File: config.mk
export PLATFORM = sky130hd
export DESIGN_NAME = chebyshev_requantizer
export DESIGN_NICKNAME = d
export VERILOG_FILES = /design/src/rtl/chebyshev_requantizer.sv
export SDC_FILE = /design/constraint.sdc
export NUM_CORES = 1
export LEC_CHECK = 0
export BUFFER_PORTS_ARGS = -buffer_cell sky130_fd_sc_hd__buf_2
export CAP_MARGIN = 20
export CORE_MARGIN = 5
export CORE_UTILIZATION = 48
export DETAILED_ROUTE_END_ITERATION = 8
export PLACE_DENSITY = 0.76
export SYNTH_ARGS = -nofsm -noshare
export SYNTH_HDL_FRONTEND = slang
export SYNTH_SLANG_ARGS = --single-unit
File: constraint.sdc
create_clock -name clk -period 1.7 [get_ports clk]
set_input_delay 0.255 -clock clk [delete_from_list [all_inputs] [get_ports clk]]
set_output_delay 0.255 -clock clk [all_outputs]
set_load 0.005 [all_outputs]
File: src/rtl/chebyshev_requantizer.sv
// chebyshev_requantizer
// Two-stage, flow-controlled requantizer for the Chebyshev datapath.
// Narrows a signed WL-bit word (I_BITS integer bits incl. sign) by dropping
// DROP_BITS fractional LSBs with selectable rounding, then clipping to
// BOUNDARY_BIT_POSITION integer bits. Clipped transfers are counted.
//
// Ports:
//   clk, rst            clock, asynchronous active-high reset
//   in_data/in_valid/in_ready     input sample handshake
//   round_mode          0 floor, 1 half up, 2 half to even, 3 floor
//   out_data/out_valid/out_ready  output sample handshake (O_BITS wide)
//   sat_pos/sat_neg     output sample was clipped high / low
//   sat_count           saturating count of clipped output transfers
//   sat_sticky          set by any clipped output transfer
//   stat_clear          synchronous clear of sat_count and sat_sticky
module chebyshev_requantizer #(
  parameter int WL                    = 16,
  parameter int I_BITS                = 8,
  parameter int BOUNDARY_BIT_POSITION = 4,
  parameter int DROP_BITS             = 4,
  parameter int CNT_WL                = 16,
  localparam int O_BITS = BOUNDARY_BIT_POSITION + WL - I_BITS - DROP_BITS
) (
  input  logic              clk,
  input  logic              rst,
  input  logic [WL-1:0]     in_data,
  input  logic              in_valid,
  output logic              in_ready,
  input  logic [1:0]        round_mode,
  output logic [O_BITS-1:0] out_data,
  output logic              out_valid,
  input  logic              out_ready,
  output logic              sat_pos,
  output logic              sat_neg,
  output logic [CNT_WL-1:0] sat_count,
  output logic              sat_sticky,
  input  logic              stat_clear
);

  // Rounded value keeps one extra MSB over the shifted input so that a
  // round-up of the largest positive value cannot wrap.
  localparam int RW = WL + 1 - DROP_BITS;
  localparam int HW = RW - O_BITS + 1;

  function automatic logic signed [RW-1:0] round_fn(
    input logic signed [WL-1:0] x,
    input logic [1:0]           mode
  );
    logic signed [WL:0]   ext;
    logic signed [RW-1:0] r;
    logic                 half;
    logic                 rest;
    logic                 inc;
    ext  = {x[WL-1], x};
    r    = ext[WL:DROP_BITS];
    half = x[DROP_BITS-1];
    rest = 1'b0;
    for (int i = 0; i < DROP_BITS - 1; i++) rest = rest | x[i];
    case (mode)
      2'd1:    inc = half;
      2'd2:    inc = half && (rest || r[0]);
      default: inc = 1'b0;
    endcase
    return r + {{(RW-1){1'b0}}, inc};
  endfunction

  // Returns {pos, neg, data}. The value fits only if every bit from the
  // output sign position upward matches the MSB.
  function automatic logic [O_BITS+1:0] sat_fn(input logic signed [RW-1:0] r);
    logic [HW-1:0]     hi;
    logic              pos;
    logic              neg;
    logic [O_BITS-1:0] d;
    hi  = r[RW-1:O_BITS-1];
    pos = !r[RW-1] && (|hi);
    neg = r[RW-1] && !(&hi);
    if (pos)      d = {1'b0, {(O_BITS-1){1'b1}}};
    else if (neg) d = {1'b1, {(O_BITS-1){1'b0}}};
    else          d = r[O_BITS-1:0];
    return {pos, neg, d};
  endfunction

  logic                 vld_p1;
  logic signed [RW-1:0] rnd_p1;
  logic                 vld_p2;
  logic                 s1_adv;
  logic                 s2_adv;
  logic [O_BITS+1:0]    sat_p1;
  logic                 clip_xfer;

  assign s2_adv    = !vld_p2 || out_ready;
  assign s1_adv    = !vld_p1 || s2_adv;
  assign in_ready  = s1_adv;
  assign out_valid = vld_p2;
  assign sat_p1    = sat_fn(rnd_p1);
  assign clip_xfer = vld_p2 && out_ready && (sat_pos || sat_neg);

  // ---- stage 1: round (mode is applied at acceptance, so it travels with the sample)
  always_ff @(posedge clk) begin
    if (in_valid && s1_adv) rnd_p1 <= round_fn($signed(in_data), round_mode);
  end

  always_ff @(posedge clk or posedge rst) begin
    if (rst) vld_p1 <= 1'b0;
    else if (s1_adv) vld_p1 <= in_valid;
  end

  // ---- stage 2: saturate
  always_ff @(posedge clk or posedge rst) begin
    if (rst) begin
      vld_p2   <= 1'b0;
      out_data <= '0;
      sat_pos  <= 1'b0;
      sat_neg  <= 1'b0;
    end else if (s2_adv) begin
      vld_p2 <= vld_p1;
      if (vld_p1) begin
        {sat_pos, sat_neg, out_data} <= sat_p1;
      end
    end
  end

  // ---- statistics: counted on the clipped output transfer itself
  always_ff @(posedge clk or posedge rst) begin
    if (rst) begin
      sat_count  <= '0;
      sat_sticky <= 1'b0;
    end else if (stat_clear) begin
      sat_count  <= clip_xfer ? CNT_WL'(1) : '0;
      sat_sticky <= clip_xfer;
    end else if (clip_xfer) begin
      if (!(&sat_count)) sat_count <= sat_count + CNT_WL'(1);
      sat_sticky <= 1'b1;
    end
  end

endmodule

==> impl_metrics.env <==
export IMPL_cts_tree="yes"
export IMPL_clock_sinks=42
export IMPL_clock_path_buffers=2
export IMPL_dieArea_sq_um=5940
export IMPL_io_buffers=51
export IMPL_core_area_sq_um=4350
export IMPL_crit_path_max_incr_delay_ps=520
export IMPL_slew_headroom=0.632
export IMPL_peakVddDrop_mv=0.471
export IMPL_diodes=0
export IMPL_skew_ps=5.99
export IMPL_whs_ps=10.1
export IMPL_grt_max_degree=30
export IMPL_drive_gt1_frac=0.413
export IMPL_yosysSeqAreaShare=0.517
export IMPL_grtUsageTotal=0.164
export IMPL_crit_reg2reg_capture="sat_count[14]"
export IMPL_die_w_um=77.1
export IMPL_placed_cells=331
export IMPL_fillCellCount=344
export IMPL_io_pins=52
export IMPL_drt_iter0_markers=74
export IMPL_cpMaxStageDelayCell="or4_4"
export IMPL_synth_warnings=0
export IMPL_fin_nets=315
export IMPL_ant_nets=0
export IMPL_ctsHtreeMaxLevel=2
export IMPL_seq_area_sq_um=1120
export IMPL_antenna_found_initial=0
export IMPL_setup_viol=0
export IMPL_met1_usage=0.185
export IMPL_top_usage_layer="met2"
export IMPL_synth_edf_count=13
export IMPL_rsz0062_at_grt="false"
export IMPL_instances_no_fill=340
export IMPL_cp_arrival_ps=1700
export IMPL_grt_overflow_total=0
export IMPL_first_global_vias=1770
export IMPL_avgSynthCellArea_sq_um=10.5
export IMPL_fin_crit_sh=0.971
export IMPL_place_area_sq_um=2690
export IMPL_cp_cell_sequence="buf_2, or4_4, a21oi_2, nor3b_2, ha_2, ha_4, nand3_4, nor2_4, nand3_2, xnor2_2"
export IMPL_synth_cells=206
export IMPL_final_cell_area_sq_um=2880
export IMPL_min_period_ps=1650
export IMPL_p_per_area_nw_per_um2=786
export IMPL_crit_path_start_kind="input pin"
export IMPL_die_y_um=77.1
export IMPL_fmax_ghz=0.606
export IMPL_ys_flop_type="dfrtp_1"
export IMPL_clock_latency_ps=290
export IMPL_dp_hpwl_mm=3.56
export IMPL_use_met2=0.295
export IMPL_drc=0
export IMPL_core_rowCount=24
export IMPL_slew_violations=0
export IMPL_p_leak_nw=1.28
export IMPL_worstMarginPinSlew_ps=551
export IMPL_syn_area_sq_um=2160
export IMPL_use_met3=0.0410
export IMPL_hold_viol_final=0
export IMPL_path_class="input pin to flip-flop"
export IMPL_end_kind="flip-flop"
export IMPL_viasPerCell=5.43
export IMPL_initial_core_util=0.496
export IMPL_place_congestion=0.790
export IMPL_ys_seq_elements=42
export IMPL_synth_nets=234
export IMPL_drt_pass1_iter_count=4
export IMPL_cp_max_fo=4
export IMPL_async_reset_ff_frac=0.690
export IMPL_rrSetupSlack_ps=50
export IMPL_reg2reg_depth=5
export IMPL_fin_total_pwr_w=0.00227
export IMPL_wire_per_inst_um=13.7
export IMPL_maxCapViolCount=0
export IMPL_critPathRequiredTime_ps=1750
export IMPL_grt_pass1_wl_mm=7.98
export IMPL_r2r_start="sat_count[0]"
export IMPL_synthDistinctLibCells=44
export IMPL_vias=1845
export IMPL_cts_clk_slew_worst_paths_ps=80
export IMPL_startpoint="in_data[1]"
export IMPL_multiInputGateArea_sq_um=1090
export IMPL_drt_total_wl_mm=4.65
export IMPL_syn2layout_area_growth_pct=33.5
export IMPL_cts_made_buffers=5
export IMPL_holdCritPathClass="input pin to asynchronous set/reset pin"
export IMPL_status="finished clean"
export IMPL_cts_root_buffer="clkbuf_8"
==> worst max-delay path by stage <==
| stage | to | slack (ps) | cells after the start |
|---|---|---|---|
| 2_1_floorplan | rnd_p1[8] | -140 | 8 |
| 3_3_place_gp | rnd_p1[8] | -260 | 9 |
| 3_5_place_dp | rnd_p1[10] | -290 | 10 |
| 4_1_cts | sat_count[14] | 0.7 | 5 |
| 5_1_grt | sat_count[11] | 0.4 | 4 |
| 6_report | rnd_p1[10] | 50 | 10 |
==> report_power, final <==
part	internal, W	switching [W]
registers	0.00112	0.0000459
clock network	0.000437	0.000345
logic	0.000149	0.000166
total	0.00171	0.000557
==> final cells by class <==
cell class,count,area share
flip-flops and latches,42,0.388
multi-input cells,150,0.379
repair buffers,77,0.156
clock buffers,5,0.0239
well taps,52,0.0226
clock inverters,3,0.0156
inverters,11,0.0143
==> flip-flops by register name, indices dropped and copies added (netlist names) <==
register	count
vld_p1	1
sat_neg	1
sat_count	16
sat_pos	1
sat_sticky	1
rnd_p1	13
out_valid	1
out_data	8
==> what timing repair did <==
item                                    in CTS  in global routing
endpoints found under the setup margin       2                 11
pin swaps                                    1                 10
hold buffers                                 0                  0
buffers inserted                             1                  0
gates resized for setup                      2                 14
==> cell usage after synthesis, drive strengths merged (6+ instances only) <==
library cell  number  share of area
a21oi              9          0.021
dfrtp             29           0.34
edfxtp            13           0.18
inv               11          0.019
nand2             21          0.036
nand3             14          0.035
nand4              8          0.033
nor2              15          0.026
nor3               7          0.016
o21ai             12          0.028
xnor2             10          0.041
xor2               6          0.024
==> layout by cell type, fill, tap and decap left out, drive strengths merged, types with 2 or more instances in the layout <==
| master | instances |
|---|---|
| o21ai | 12 |
| nor2 | 15 |
| xor2 | 6 |
| and4 | 2 |
| clkbuf | 5 |
| dfrtp | 29 |
| nor3 | 7 |
| nor4 | 5 |
| nand2 | 21 |
| or4 | 2 |
| o41ai | 2 |
| xnor2 | 10 |
| nor3b | 2 |
| nor2b | 4 |
| nand4 | 8 |
| inv | 11 |
| edfxtp | 13 |
| nand3 | 14 |
| and3 | 2 |
| mux2 | 5 |
| o2111a | 2 |
| buf | 77 |
| nand2b | 3 |
| ha | 5 |
| clkinvlp | 2 |
| o211ai | 3 |
| a21oi | 9 |
==> critical path: cells and delay by family <==
| family | cells | cell delay, ps |
|---|---|---|
| adder cells (fa/ha/maj) | 2 | 370 |
| AO/OA/AOI/OAI | 1 | 140 |
| AND/OR/NAND/NOR | 5 | 770 |
| buffers and inverters | 1 | 100 |
| XOR/XNOR | 1 | 70 |
==> logic make-up (layout without fill, tap and decap cells) <==
group	after synthesis	in the layout	synth area share
flip-flops	42	42	0.517
XOR/XNOR	16	16	0.0649
multiplexers	6	6	0.0307
AO/OA/AOI/OAI	33	33	0.0984
AND/OR/NAND/NOR	90	90	0.236
adder cells (fa/ha/maj)	5	5	0.0290
buffers and inverters	14	96	0.0243
==> through the flow <==
step	TNS, ps	utilization	worst slack [ps]
floorplan	-396	-	-139
global placement	-1870	0.618	-256
detailed placement	-2200	0.618	-294
CTS	0	0.648	0.696
global route	0	0.662	0.390
finish	0	0.662	49.3
==> layer usage <==
| metal | up-vias | part of all wire |
|---|---|---|
| met2 | 52 | 0.53 |
| met5 | - | 0 |
| met1 | 873 | 0.39 |
| li1 | 916 | - |
| met4 | 0 | 0.016 |
| met3 | 4 | 0.060 |
Note: power is estimated with default switching activity, not from simulation.
